### config.mk
export PLATFORM = sky130hd
export DESIGN_NAME = var_mem_arbiter
export DESIGN_NICKNAME = d
export VERILOG_FILES = /design/src/rtl/var_mem_pkg.sv /design/src/rtl/rr_arb3.sv /design/src/rtl/var_mem_arbiter.sv
export SDC_FILE = /design/constraint.sdc
export NUM_CORES = 1
export LEC_CHECK = 0
export ABC_AREA = 1
export CORE_MARGIN = 1
export CORE_UTILIZATION = 45
export CTS_CLUSTER_DIAMETER = 40
export DETAILED_ROUTE_END_ITERATION = 10
export PLACE_DENSITY = 0.79
export REMOVE_ABC_BUFFERS = 1
export SLEW_MARGIN = 10
export SYNTH_ARGS = -nofsm -noshare
export SYNTH_HDL_FRONTEND = slang
export SYNTH_HIERARCHICAL = 1
export SYNTH_SLANG_ARGS = --single-unit
### constraint.sdc
create_clock -name clock -period 2.1 [get_ports clock]
set_input_delay 0.42 -clock clock [delete_from_list [all_inputs] [get_ports clock]]
set_output_delay 0.42 -clock clock [all_outputs]
set_load 0.01 [all_outputs]
### src/rtl/var_mem_pkg.sv
// Shared types and constants for the variable-assignment memory arbiter.
package var_mem_pkg;

    localparam int NREQ = 3;

    localparam logic [1:0] REQ_BCP = 2'd0;
    localparam logic [1:0] REQ_DEC = 2'd1;
    localparam logic [1:0] REQ_BT  = 2'd2;

    typedef enum logic [1:0] {
        VAL_UNASSIGNED = 2'b00,
        VAL_TRUE       = 2'b01,
        VAL_FALSE      = 2'b10
    } var_val_t;

    typedef enum logic [1:0] {
        ST_INIT,
        ST_IDLE,
        ST_ISSUE,
        ST_RD_WAIT
    } state_t;

    function automatic logic [1:0] onehot_to_idx(input logic [NREQ-1:0] oh);
        logic [1:0] idx;
        idx = '0;
        for (int i = 0; i < NREQ; i++) begin
            if (oh[i]) idx = 2'(i);
        end
        return idx;
    endfunction

    function automatic logic [NREQ-1:0] idx_to_onehot(input logic [1:0] idx);
        return NREQ'(1) << idx;
    endfunction

endpackage

### src/rtl/rr_arb3.sv
// Combinational three-way round-robin pick; search starts one past last_winner.
module rr_arb3
    import var_mem_pkg::*;
(
    input  logic [NREQ-1:0] req,
    input  logic [1:0]      last_winner,
    output logic [NREQ-1:0] winner,
    output logic            valid
);

    always_comb begin
        winner = '0;
        valid  = |req;
        case (last_winner)
            REQ_BCP: begin
                if      (req[REQ_DEC]) winner = idx_to_onehot(REQ_DEC);
                else if (req[REQ_BT])  winner = idx_to_onehot(REQ_BT);
                else if (req[REQ_BCP]) winner = idx_to_onehot(REQ_BCP);
            end
            REQ_DEC: begin
                if      (req[REQ_BT])  winner = idx_to_onehot(REQ_BT);
                else if (req[REQ_BCP]) winner = idx_to_onehot(REQ_BCP);
                else if (req[REQ_DEC]) winner = idx_to_onehot(REQ_DEC);
            end
            default: begin
                if      (req[REQ_BCP]) winner = idx_to_onehot(REQ_BCP);
                else if (req[REQ_DEC]) winner = idx_to_onehot(REQ_DEC);
                else if (req[REQ_BT])  winner = idx_to_onehot(REQ_BT);
            end
        endcase
    end

endmodule

### src/rtl/var_mem_arbiter.sv
// Sequencer/arbiter for the single-port variable-assignment memory.
// state      | meaning
// ST_INIT    | clear sweep, one UNASSIGNED write per cycle, requests held off
// ST_IDLE    | waiting for init_start or a request
// ST_ISSUE   | granted access is on the memory bus this cycle
// ST_RD_WAIT | memory read data arrives; rvalid follows next cycle
module var_mem_arbiter
    import var_mem_pkg::*;
#(
    parameter int ADDR_W = 8,
    parameter int DATA_W = 2
) (
    input  logic                     clock,
    input  logic                     reset,
    input  logic [NREQ-1:0]          req,
    input  logic [NREQ-1:0]          we,
    input  logic [NREQ*ADDR_W-1:0]   addr,
    input  logic [NREQ*DATA_W-1:0]   wdata,
    input  logic                     init_start,
    output logic [NREQ-1:0]          gnt,
    output logic [DATA_W-1:0]        rdata,
    output logic [NREQ-1:0]          rvalid,
    output logic                     busy,
    output logic                     init_done,
    output logic                     mem_req,
    output logic                     mem_rd,
    output logic                     mem_wr,
    output logic [ADDR_W-1:0]        mem_addr,
    output logic [DATA_W-1:0]        mem_wdata,
    input  logic [DATA_W-1:0]        mem_rdata
);

    localparam logic [ADDR_W-1:0] LAST_ADDR = '1;

    state_t              state, next_state;
    logic [ADDR_W-1:0]   sweep_cnt, nx_cnt;
    logic                sweep_end, nx_sweep_end;
    logic [1:0]          last_winner, nx_last_winner;
    logic                cur_we, nx_cur_we;

    logic [NREQ-1:0]     nx_gnt, nx_rvalid;
    logic [DATA_W-1:0]   nx_rdata, nx_mem_wdata;
    logic [ADDR_W-1:0]   nx_mem_addr;
    logic                nx_init_done, nx_mem_req, nx_mem_rd, nx_mem_wr;

    logic [NREQ-1:0]     arb_winner;
    logic                arb_valid;
    logic [1:0]          win_idx;

    rr_arb3 u_rr_arb3 (
        .req         (req),
        .last_winner (last_winner),
        .winner      (arb_winner),
        .valid       (arb_valid)
    );

    assign win_idx = onehot_to_idx(arb_winner);

    always_ff @(posedge clock or posedge reset) begin
        if (reset) state <= ST_INIT;
        else       state <= next_state;
    end

    // All bus and status outputs are registered from the next-state decision,
    // so they line up with the state they describe.
    always_comb begin
        next_state     = state;
        nx_cnt         = sweep_cnt;
        nx_sweep_end   = sweep_end;
        nx_last_winner = last_winner;
        nx_cur_we      = cur_we;
        nx_gnt         = '0;
        nx_rvalid      = '0;
        nx_rdata       = rdata;
        nx_init_done   = init_done;
        nx_mem_req     = 1'b0;
        nx_mem_rd      = 1'b0;
        nx_mem_wr      = 1'b0;
        nx_mem_addr    = mem_addr;
        nx_mem_wdata   = mem_wdata;

        case (state)
            ST_INIT: begin
                if (sweep_end) begin
                    next_state   = ST_IDLE;
                    nx_cnt       = '0;
                    nx_sweep_end = 1'b0;
                    nx_init_done = 1'b1;
                end else begin
                    nx_mem_req   = 1'b1;
                    nx_mem_wr    = 1'b1;
                    nx_mem_addr  = sweep_cnt;
                    nx_mem_wdata = DATA_W'(VAL_UNASSIGNED);
                    nx_init_done = 1'b0;
                    // Counter parks at the last address; the flag marks the sweep complete.
                    if (sweep_cnt == LAST_ADDR) nx_sweep_end = 1'b1;
                    else                        nx_cnt = sweep_cnt + ADDR_W'(1);
                end
            end
            ST_IDLE: begin
                if (init_start) begin
                    next_state   = ST_INIT;
                    nx_init_done = 1'b0;
                end else if (arb_valid) begin
                    next_state     = ST_ISSUE;
                    nx_gnt         = arb_winner;
                    nx_last_winner = win_idx;
                    nx_cur_we      = we[win_idx];
                    nx_mem_req     = 1'b1;
                    nx_mem_rd      = ~we[win_idx];
                    nx_mem_wr      = we[win_idx];
                    nx_mem_addr    = addr[win_idx*ADDR_W +: ADDR_W];
                    nx_mem_wdata   = wdata[win_idx*DATA_W +: DATA_W];
                end
            end
            ST_ISSUE: begin
                next_state = cur_we ? ST_IDLE : ST_RD_WAIT;
            end
            ST_RD_WAIT: begin
                next_state = ST_IDLE;
                nx_rdata   = mem_rdata;
                nx_rvalid  = idx_to_onehot(last_winner);
            end
            default: next_state = ST_INIT;
        endcase
    end

    always_ff @(posedge clock or posedge reset) begin
        if (reset) begin
            sweep_cnt   <= '0;
            sweep_end   <= 1'b0;
            last_winner <= REQ_BT;
            cur_we      <= 1'b0;
            gnt         <= '0;
            rvalid      <= '0;
            rdata       <= '0;
            busy        <= 1'b0;
            init_done   <= 1'b0;
            mem_req     <= 1'b0;
            mem_rd      <= 1'b0;
            mem_wr      <= 1'b0;
            mem_addr    <= '0;
            mem_wdata   <= '0;
        end else begin
            sweep_cnt   <= nx_cnt;
            sweep_end   <= nx_sweep_end;
            last_winner <= nx_last_winner;
            cur_we      <= nx_cur_we;
            gnt         <= nx_gnt;
            rvalid      <= nx_rvalid;
            rdata       <= nx_rdata;
            busy        <= (next_state != ST_IDLE);
            init_done   <= nx_init_done;
            mem_req     <= nx_mem_req;
            mem_rd      <= nx_mem_rd;
            mem_wr      <= nx_mem_wr;
            mem_addr    <= nx_mem_addr;
            mem_wdata   <= nx_mem_wdata;
        end
    end

endmodule

==> results of run 1 <==
[cell usage after synthesis, drive strengths merged]
master	instances	share of area, %
nand2	77	16
nor2	38	8.4
dfrtp	36	47
inv	26	5.1
o21ai	23	6.2
nand3	21	5.5
a21oi	8	2.1
a21boi	5	2.0
clkbuf	4	0.78
nor3	3	0.78
xor2	3	1.4
buf	2	0.85
mux2	2	1.2
o21bai	2	0.78
dfstp	1	1.4
ha	1	0.65
[routing by layer]
| metal | GRT usage (%) | vias to the layer above | share of wire [%] |
|---|---|---|---|
| met5 | 0 | - | 0 |
| met4 | 7.98 | 0 | 1.7 |
| met3 | 6.08 | 7 | 5.1 |
| met2 | 38.0 | 54 | 46 |
| met1 | 28.5 | 835 | 47 |
| li1 | - | 933 | - |
[kinds of logic (layout without fill, tap and decap cells)]
family                   count (synthesis)  count (layout)  share of synthesized area (%)
AND/OR/NAND/NOR                        139             139                           30.6
multiplexers                             2               2                           1.18
flip-flops                              37              37                           48.4
adder cells (fa/ha/maj)                  1               1                          0.653
AO/OA/AOI/OAI                           38              38                           11.0
XOR/XNOR                                 3               3                           1.37
buffers and inverters                   32             100                           6.73
[worst max-delay path by stage]
stage	cells past startpoint	endpoint	slack [ns]	start
final	9	mem_addr[3]	0.26	req[1]
after global routing	9	mem_addr[3]	0.12	req[1]
after CTS	9	mem_addr[3]	0.27	req[2]
after detailed placement	9	mem_addr[3]	-0.03	req[2]
after global placement	9	mem_addr[3]	0.01	req[1]
after floorplan	11	cur_we	0.46	last_winner[1]
[stage by stage]
stage               setup TNS [ns]  cells  power [mW]
finish                           0    370        2.94
global route                     0    370        3.20
CTS                              0    370        2.96
detailed placement         -0.0694    362        2.48
global placement                 0    362        2.44
floorplan                        0    246        1.88
[critical path, stage by stage]
cell and delay (ns):
clkdlybuf4s50_1 0.44, inv_1 0.10, nand3_1 0.10, inv_1 0.11, nor2_4 0.05, nand2_2 0.13, inv_2 0.11, nor2_4 0.34
o21ai_0 0.17
[power groups by stage]
stage          Clock, mW  Combinational, mW  Sequential, mW
6_report           0.478               1.37            1.09
5_1_grt            0.529               1.55            1.12
4_1_cts            0.489               1.38            1.09
3_5_place_dp           0               1.37            1.11
3_3_place_gp           0               1.35            1.10
2_1_floorplan          0              0.736            1.15
[registers in the layout, summed over array words and instances (netlist names)]
register,count
busy,1
cur_we,1
gnt,3
init_done,1
last_winner,2
mem_addr,8
mem_rd,1
mem_req,1
mem_wdata,2
mem_wr,1
rdata,2
rvalid,3
state,2
sweep_cnt,8
sweep_end,1
[cell usage in the layout, fill, tap and decap left out]
cell type | netlist | layout
xor2_1 | 3 | 3
o21bai_1 | 2 | 2
mux2_2 | 2 | 2
nand2_4 | 1 | 1
o21ai_0 | 19 | 19
clkinv_2 | 0 | 2
o21ai_1 | 3 | 3
clkdlybuf4s50_1 | 0 | 63
nor2_1 | 35 | 35
a21oi_1 | 8 | 8
dfstp_2 | 1 | 1
nor2_2 | 1 | 1
nand2_1 | 72 | 72
clkbuf_1 | 4 | 1
nand3_1 | 21 | 21
clkbuf_8 | 0 | 5
buf_12 | 0 | 1
nor2_4 | 2 | 2
nand2_2 | 4 | 4
ha_1 | 1 | 1
o21ai_2 | 1 | 1
nor3_1 | 3 | 3
inv_2 | 2 | 2
inv_1 | 24 | 24
buf_4 | 0 | 2
a21boi_0 | 5 | 5
dfrtp_1 | 36 | 36
[final cells by class]
| type | count | area, um2 |
|---|---|---|
| well taps | 50 | 62.6 |
| inverters | 26 | 97.6 |
| clock buffers | 6 | 72.6 |
| repair buffers | 66 | 666 |
| fillers | 353 | 1360 |
| clock inverters | 2 | 10.0 |
| multi-input cells | 183 | 860 |
| flip-flops and latches | 37 | 927 |
==> impl_results.md, run 1 <==
* Status: finished clean
* R2R Path End: mem_addr[3]
* CTS H-tree depth at 2
* Synthesized instance count at approximately 250
* CORE AREA at just over 4000 um2
* Setup violators final at 0
* Yosys warning count at 6
* Final instance area at between 2000 and 3000 um2
* Final min period at around 1.8 ns
* Yosys reg bits at 37
* Sw Share at between 30 and 40%
* Max Freq at around 540 MHz
* Worst Setup End Kind: flip-flop
* Global route overflow at 0
* Max-cap viol count at 0
* TritonCTS Sinks at 37
* Sw power at ~1.2 mW
* Pint at about 1.8 mW
* Hold path start: mem_addr[5]
* Hold Path Class: reg2reg
* # IOs at 64
* 1st-pass router iterations at 4
* CTS buffer count at 5
* PD cells at roughly 1100 nW/um2
* Post-route ant nets at 0
* Actual slew at the worst max-slew pin at about 0.46 ns
* Via Count at between 1500 and 2000
* Startpoint type of the worst setup path: primary input
* Final hold violations at 0
* Worst-Skew Late Latency at 0.29 ns
* DP Area at around 2600 um2
* # hold bufs at CTS at 0
* Worst endpoint required time at between 2 and 2.5 ns
* Clk network pwr share at 16.2%
* Share of layout cells above drive strength 1 at ~7.5%
* Post-CTS setup buffers at 0
* Reg clk slew, reported paths at approximately 0.07 ns
* Crit path DAT at a little under 2 ns
* PortBufs at 63
* Register-to-Register Path Depth at 6
* Final nets at approximately 360
* Post-cts resize count at 0
* Register area share after synthesis at 48.4%
* Tcrit/Tclk final at between 80% and 90%
* Final WS setup at ~0.26 ns
* Area Overhead vs Synth at 40.7%
* Die height at ~67 um
* Category of the most critical setup path: in2reg
* Drt drc at 0
* HPWL Detailed at around 3400 um
* Max-slew violations at 0
* Setup repair after global routing missed its margin: false
* FF-to-FF Start: state[0]
* Vias in the first global route at 1712
* Avg Cell Area, Syn at approximately 7.6 um2
* Utilization after layout at about two thirds
* Clock tree buffer depth at 2
* Static Leak at 1.27 nW
* Fin Clk Skew at between 0.005 and 0.006 ns
* Starting Density at a little under half
* Initial antenna violation count at 0
* DIE AREA at 4520 um2
* Worst VDD drop at between 0.7 and 0.8 mV
* CP Max Fanout at 19
* Final WL at 4570 um
* Slew margin rel. at 69.4%
* Global-route wire length before repair at about 7500 um
* Worst Hold End: mem_addr[5]
* Row count at 23
* CTS tree: done
* Post-synth cell types at 24
* R2r setup slk at roughly 0.45 ns
* Clk root buf: clkbuf_8
* Inserted Diodes at 0
* Cell area after synthesis at 1920 um2
* First DRT Iteration DRCs at ~160
* Post-DR vias/cell at approximately 4.9
* Gr usage total at a little under a quarter
* Largest net degree at the start of global routing at 38
* Sequential power share at 37.1%
* Die X at 67.2 um
* GPL Wtd Cong at around 0.87
* Hold depth at 2
* Place WS at -0.0282 ns
* Logic pwr share at a little under half
* Min Hold Slack at 0.483 ns
* Routed WL per cell at between 10 and 15 um
(Power assumes the default switching activity.)
==> inputs of run 2 (changes only) <==
--- a/config.mk
+++ b/config.mk
@@ -5,12 +5,11 @@
 export SDC_FILE = /design/constraint.sdc
 export NUM_CORES = 1
 export LEC_CHECK = 0
-export ABC_AREA = 1
 export CORE_MARGIN = 1
-export CORE_UTILIZATION = 45
-export CTS_CLUSTER_DIAMETER = 40
+export CORE_UTILIZATION = 46
+export CTS_CLUSTER_DIAMETER = 60
 export DETAILED_ROUTE_END_ITERATION = 10
-export PLACE_DENSITY = 0.79
+export PLACE_DENSITY = 0.8
 export REMOVE_ABC_BUFFERS = 1
 export SLEW_MARGIN = 10
 export SYNTH_ARGS = -nofsm -noshare
==> run 2 against run 1 <==
Compared with the run above: sequential cell count did not move; register-to-register slack lost 0.38 ns; fmax decreased by 9.4%; utilization is 5.0 points higher; critical endpoint is now mem_addr[1]; largest power group unchanged; wire length is 12% higher; critical path type is now reg2reg; global-route usage increased by 1.7 points; worst hold slack improved by 0.023 ns; combinational power rose by 40%.
==> impl_results.md, run 2 <==
* CP bufs+invs at 1 (was 4)
* PD cells at 1240 nW/um2 (was 1090 nW/um2)
* Clk root buf: clkbuf_8 (unchanged)
* Tcrit/Tclk final at 96.5% (was 87.4%)
* Post-synth EDFFs at 0 (unchanged)
* DP Area at 2780 um2 (was 2610 um2)
* Worst Setup End Kind: flip-flop (unchanged)
* Place WS at -0.393 ns (was -0.0282 ns)
* Hold Path Class: reg2reg (unchanged)
* Synth Flop Type: dfrtp_1 (unchanged)
* Status: finished clean (unchanged)
* Slew margin rel. at 53.2% (was 69.4%)
* Initial antenna violation count at 0 (unchanged)
* Share of layout cells above drive strength 1 at 15.9% (was 7.50%)
* CTS tree: done (unchanged)
* Row count at 23 (unchanged)
* Final Total Pwr at 3.63 mW (was 2.94 mW)
* Max-cap viol count at 0 (unchanged)
* PortBufs at 63 (unchanged)
* Final hold violations at 0 (unchanged)
* Count leader, synth: dfrtp_1 (was nand2_1)
* Startpoint type of the worst setup path: flip-flop (was primary input)
* Final WL at 5120 um (was 4570 um)
* Crit path DAT at 2.20 ns (was 1.99 ns)
* Worst-path cell chain: and2b_2 -> o31ai_4 -> buf_6 -> mux2_2 -> o211ai_1 -> a22oi_1 (was clkdlybuf4s50_1 -> inv_1 -> nand3_1 -> inv_1 -> nor2_4 -> nand2_2 -> inv_2 -> nor2_4 -> o21ai_0)
* Setup repair after global routing missed its margin: true (was false)
* Fillers at 331 (was 353)
* Top post-synthesis cells by count: 36 x dfrtp_1, 18 x inv_1, 11 x mux2_2 (was 72 x nand2_1, 36 x dfrtp_1, 35 x nor2_1)
* Avg Cell Area, Syn at 10.1 um2 (was 7.60 um2)
* FF-to-FF Start: last_winner[1] (was state[0])
* CTS H-tree depth at 2 (unchanged)
* CP Max Fanout at 5 (was 19)
* Utilization after layout at 71.4% (was 66.4%)
* Drt drc at 0 (unchanged)
* Worst VDD drop at 0.774 mV (was 0.768 mV)
* Largest registers: mem_addr: 8 flops, sweep_cnt: 8 flops (unchanged)
* Max Freq at 493 MHz (was 545 MHz)
* Vias in the first global route at 1781 (was 1712)
* Inserted Diodes at 0 (unchanged)
* Final min period at 2.03 ns (was 1.84 ns)
* Busiest layer in global routing: met2 (unchanged)
* Non-Filler Instances at 326 (was 370)
* Hold path start: rdata[0] (was mem_addr[5])
* HPWL Detailed at 3650 um (was 3400 um)
* Reg clk slew, reported paths at 0.07 ns (about the same)
* Post-route ant nets at 0 (unchanged)
* Synthesized instance count at 198 (was 252)
* Fin Clk Skew at 0.0109 ns (was 0.00554 ns)
* TritonCTS Sinks at 37 (unchanged)
* Via Count at 1857 (was 1829)
* Gr usage total at 24.6% (was 22.9%)
* Post-synth ARST share at 100% (unchanged)
* Max-slew violations at 0 (unchanged)
* Global route overflow at 0 (unchanged)
* Final nets at 317 (was 361)
* Final WS setup at 0.0727 ns (was 0.264 ns)
* Global-route wire length before repair at 8220 um (was 7480 um)
* Most frequent cells in the layout: 61 x clkdlybuf4s50_1, 36 x dfrtp_1, 18 x inv_1, 18 x buf_4, 10 x o21ai_0 (was 72 x nand2_1, 63 x clkdlybuf4s50_1, 36 x dfrtp_1)
* Static Leak at 1.29 nW (was 1.27 nW)
* Slowest stage cell, crit path: dfstp_2 (was clkdlybuf4s50_1)
* Top-area cell type share of the netlist area at 44.9% (was 47.0%)
* Global routing usage on met2 at 37.7% (was 38.0%)
* CORE AREA at 4090 um2 (was 4060 um2)
* Post-synth cell types at 52 (was 24)
* # IOs at 64 (unchanged)
* Register area share after synthesis at 46.2% (was 48.4%)
* Post-DR vias/cell at 5.70 (was 4.94)
* Die X at 68.0 um (was 67.2 um)
* Clock tree buffer depth at 2 (unchanged)
* Yosys top cell by area: dfrtp_1 (unchanged)
* Largest net degree at the start of global routing at 38 (unchanged)
* Worst endpoint required time at 2.27 ns (was 2.25 ns)
* GPL Wtd Cong at 0.868 (was 0.871)
* # hold bufs at CTS at 0 (unchanged)
* Starting Density at 49.1% (was 47.2%)
* Area Overhead vs Synth at 45.5% (was 40.7%)
* Actual slew at the worst max-slew pin at 0.693 ns (was 0.460 ns)
* CTS buffer count at 5 (unchanged)
* Worst-Skew Late Latency at 0.30 ns (was 0.29 ns)
* Final instance area at 2920 um2 (was 2700 um2)
* Synth top area cells: dfrtp_1 45%, mux2_2 6.2%, a221oi_1 3.9% (was dfrtp_1 47%, nand2_1 14%, nor2_1 6.9%)
* CP max stage delay at 0.53 ns (was 0.44 ns)
* Yosys reg bits at 37 (unchanged)
* Grt met1 use at 33.2% (was 28.5%)
* First DRT Iteration DRCs at 88 (was 161)
* Category of the most critical setup path: reg2reg (was in2reg)
* Cell area after synthesis at 2010 um2 (was 1920 um2)
* CP top delay family: compound AO/OA/AOI/OAI gates (was buffers and inverters)
* Commonest non-fill, non-tap cell in the layout: clkdlybuf4s50_1 (was nand2_1)
* Placed Cells at 316 (was 362)
* Setup violators final at 0 (unchanged)
* Yosys warning count at 6 (unchanged)
* DIE AREA at 4630 um2 (was 4520 um2)
* Routed WL per cell at 15.7 um (was 12.4 um)
* Die height at 68.0 um (was 67.2 um)
* GR Util met3 at 4.33% (was 6.08%)
* 1st-pass router iterations at 4 (unchanged)
* Critical path launch point: last_winner[1] (was req[1])
==> run 2: cell types whose count changed in the layout (fill, tap and decap cells not counted), sizes merged, moves of 12 or more <==
cell	delta
buf	+18
nand2	-69
nand3	-18
nor2	-37
o21ai	-12
==> run 2: stage by stage <==
step	hold WS [ns]	setup TNS, ns
6_report	0.506	0
3_5_place_dp	0.494	-5.57
5_1_grt	0.535	-0.00105
2_1_floorplan	0.469	-6.49
3_3_place_gp	0.486	-5.01
4_1_cts	0.511	-0.0161
==> run 2: timing repair <==
item	in CTS	in global routing
resized for setup	7	4
pin swaps	0	5
cloned	1	0
buffers inserted	1	0
endpoints found under the setup margin	10	12
==> run 2: path summary, 6_finish.rpt <==
| check | depth (start not counted) | endpoint | slack [ns] |
|---|---|---|---|
| max in group asynchronous | 3 | last_winner[1] | 1.22 |
| worst min-delay path | 1 | rdata[0] | 0.51 |
| worst max-delay path | 6 | mem_addr[1] | 0.07 |
| worst min register to register | 1 | rdata[0] | 0.51 |
| worst max register to register | 6 | mem_addr[1] | 0.07 |
| min in group asynchronous | 3 | rvalid[1] | 0.53 |
==> run 2: area by class of cell <==
class | instances | area [um2] | share of cell area [%]
Inverter | 19 | 71.3 | 2.44
Multi-Input combinational cell | 128 | 962 | 33.0
Timing Repair Buffer | 84 | 813 | 27.9
Tap cell | 50 | 62.6 | 2.14
Clock buffer | 7 | 76.3 | 2.62
Clock inverter | 1 | 5.00 | 0.172
Sequential cell | 37 | 927 | 31.8
==> run 2: power by group <==
| part | internal [mW] | switching (mW) | total (mW) | leakage [nW] |
|---|---|---|---|---|
| clock | 0.233 | 0.245 | 0.478 | 0.0422 |
| combinational | 1.01 | 0.912 | 1.92 | 0.798 |
| sequential | 0.998 | 0.230 | 1.23 | 0.452 |
==> run 2: cells by family (layout without fill, tap and decap cells) <==
family | count (synthesis) | count (layout) | synth area share (%)
simple gates | 54 | 54 | 16.3
compound gates | 60 | 60 | 22.4
fa+ha+maj | 1 | 1 | 0.624
mux | 13 | 13 | 7.17
flops | 37 | 37 | 46.2
buf+inv | 33 | 111 | 7.30
==> run 2: worst register-to-register path: cells and delay by family, from the launching register on <==
kind	cells	cell delay (ns)
buffers and inverters	1	0.19
AO/OA/AOI/OAI	3	0.62
AND/OR/NAND/NOR	1	0.24
multiplexers	1	0.34
flip-flops	1	0.53
==> run 2: per-layer routing <==
metal	up-vias	part of all wire, %
li1	895	-
met2	58	48
met5	-	0
met3	12	5.3
met1	892	44
met4	0	2.4
==> inputs of run 3 (changes only) <==
--- a/config.mk
+++ b/config.mk
@@ -5,11 +5,12 @@
 export SDC_FILE = /design/constraint.sdc
 export NUM_CORES = 1
 export LEC_CHECK = 0
+export ABC_AREA = 1
 export CORE_MARGIN = 1
-export CORE_UTILIZATION = 46
+export CORE_UTILIZATION = 45
 export CTS_CLUSTER_DIAMETER = 60
 export DETAILED_ROUTE_END_ITERATION = 10
-export PLACE_DENSITY = 0.8
+export PLACE_DENSITY = 0.79
 export REMOVE_ABC_BUFFERS = 1
 export SLEW_MARGIN = 10
 export SYNTH_ARGS = -nofsm -noshare
==> results of run 3 <==
The final DEF is identical to that of run 1; final timing and power are the same.
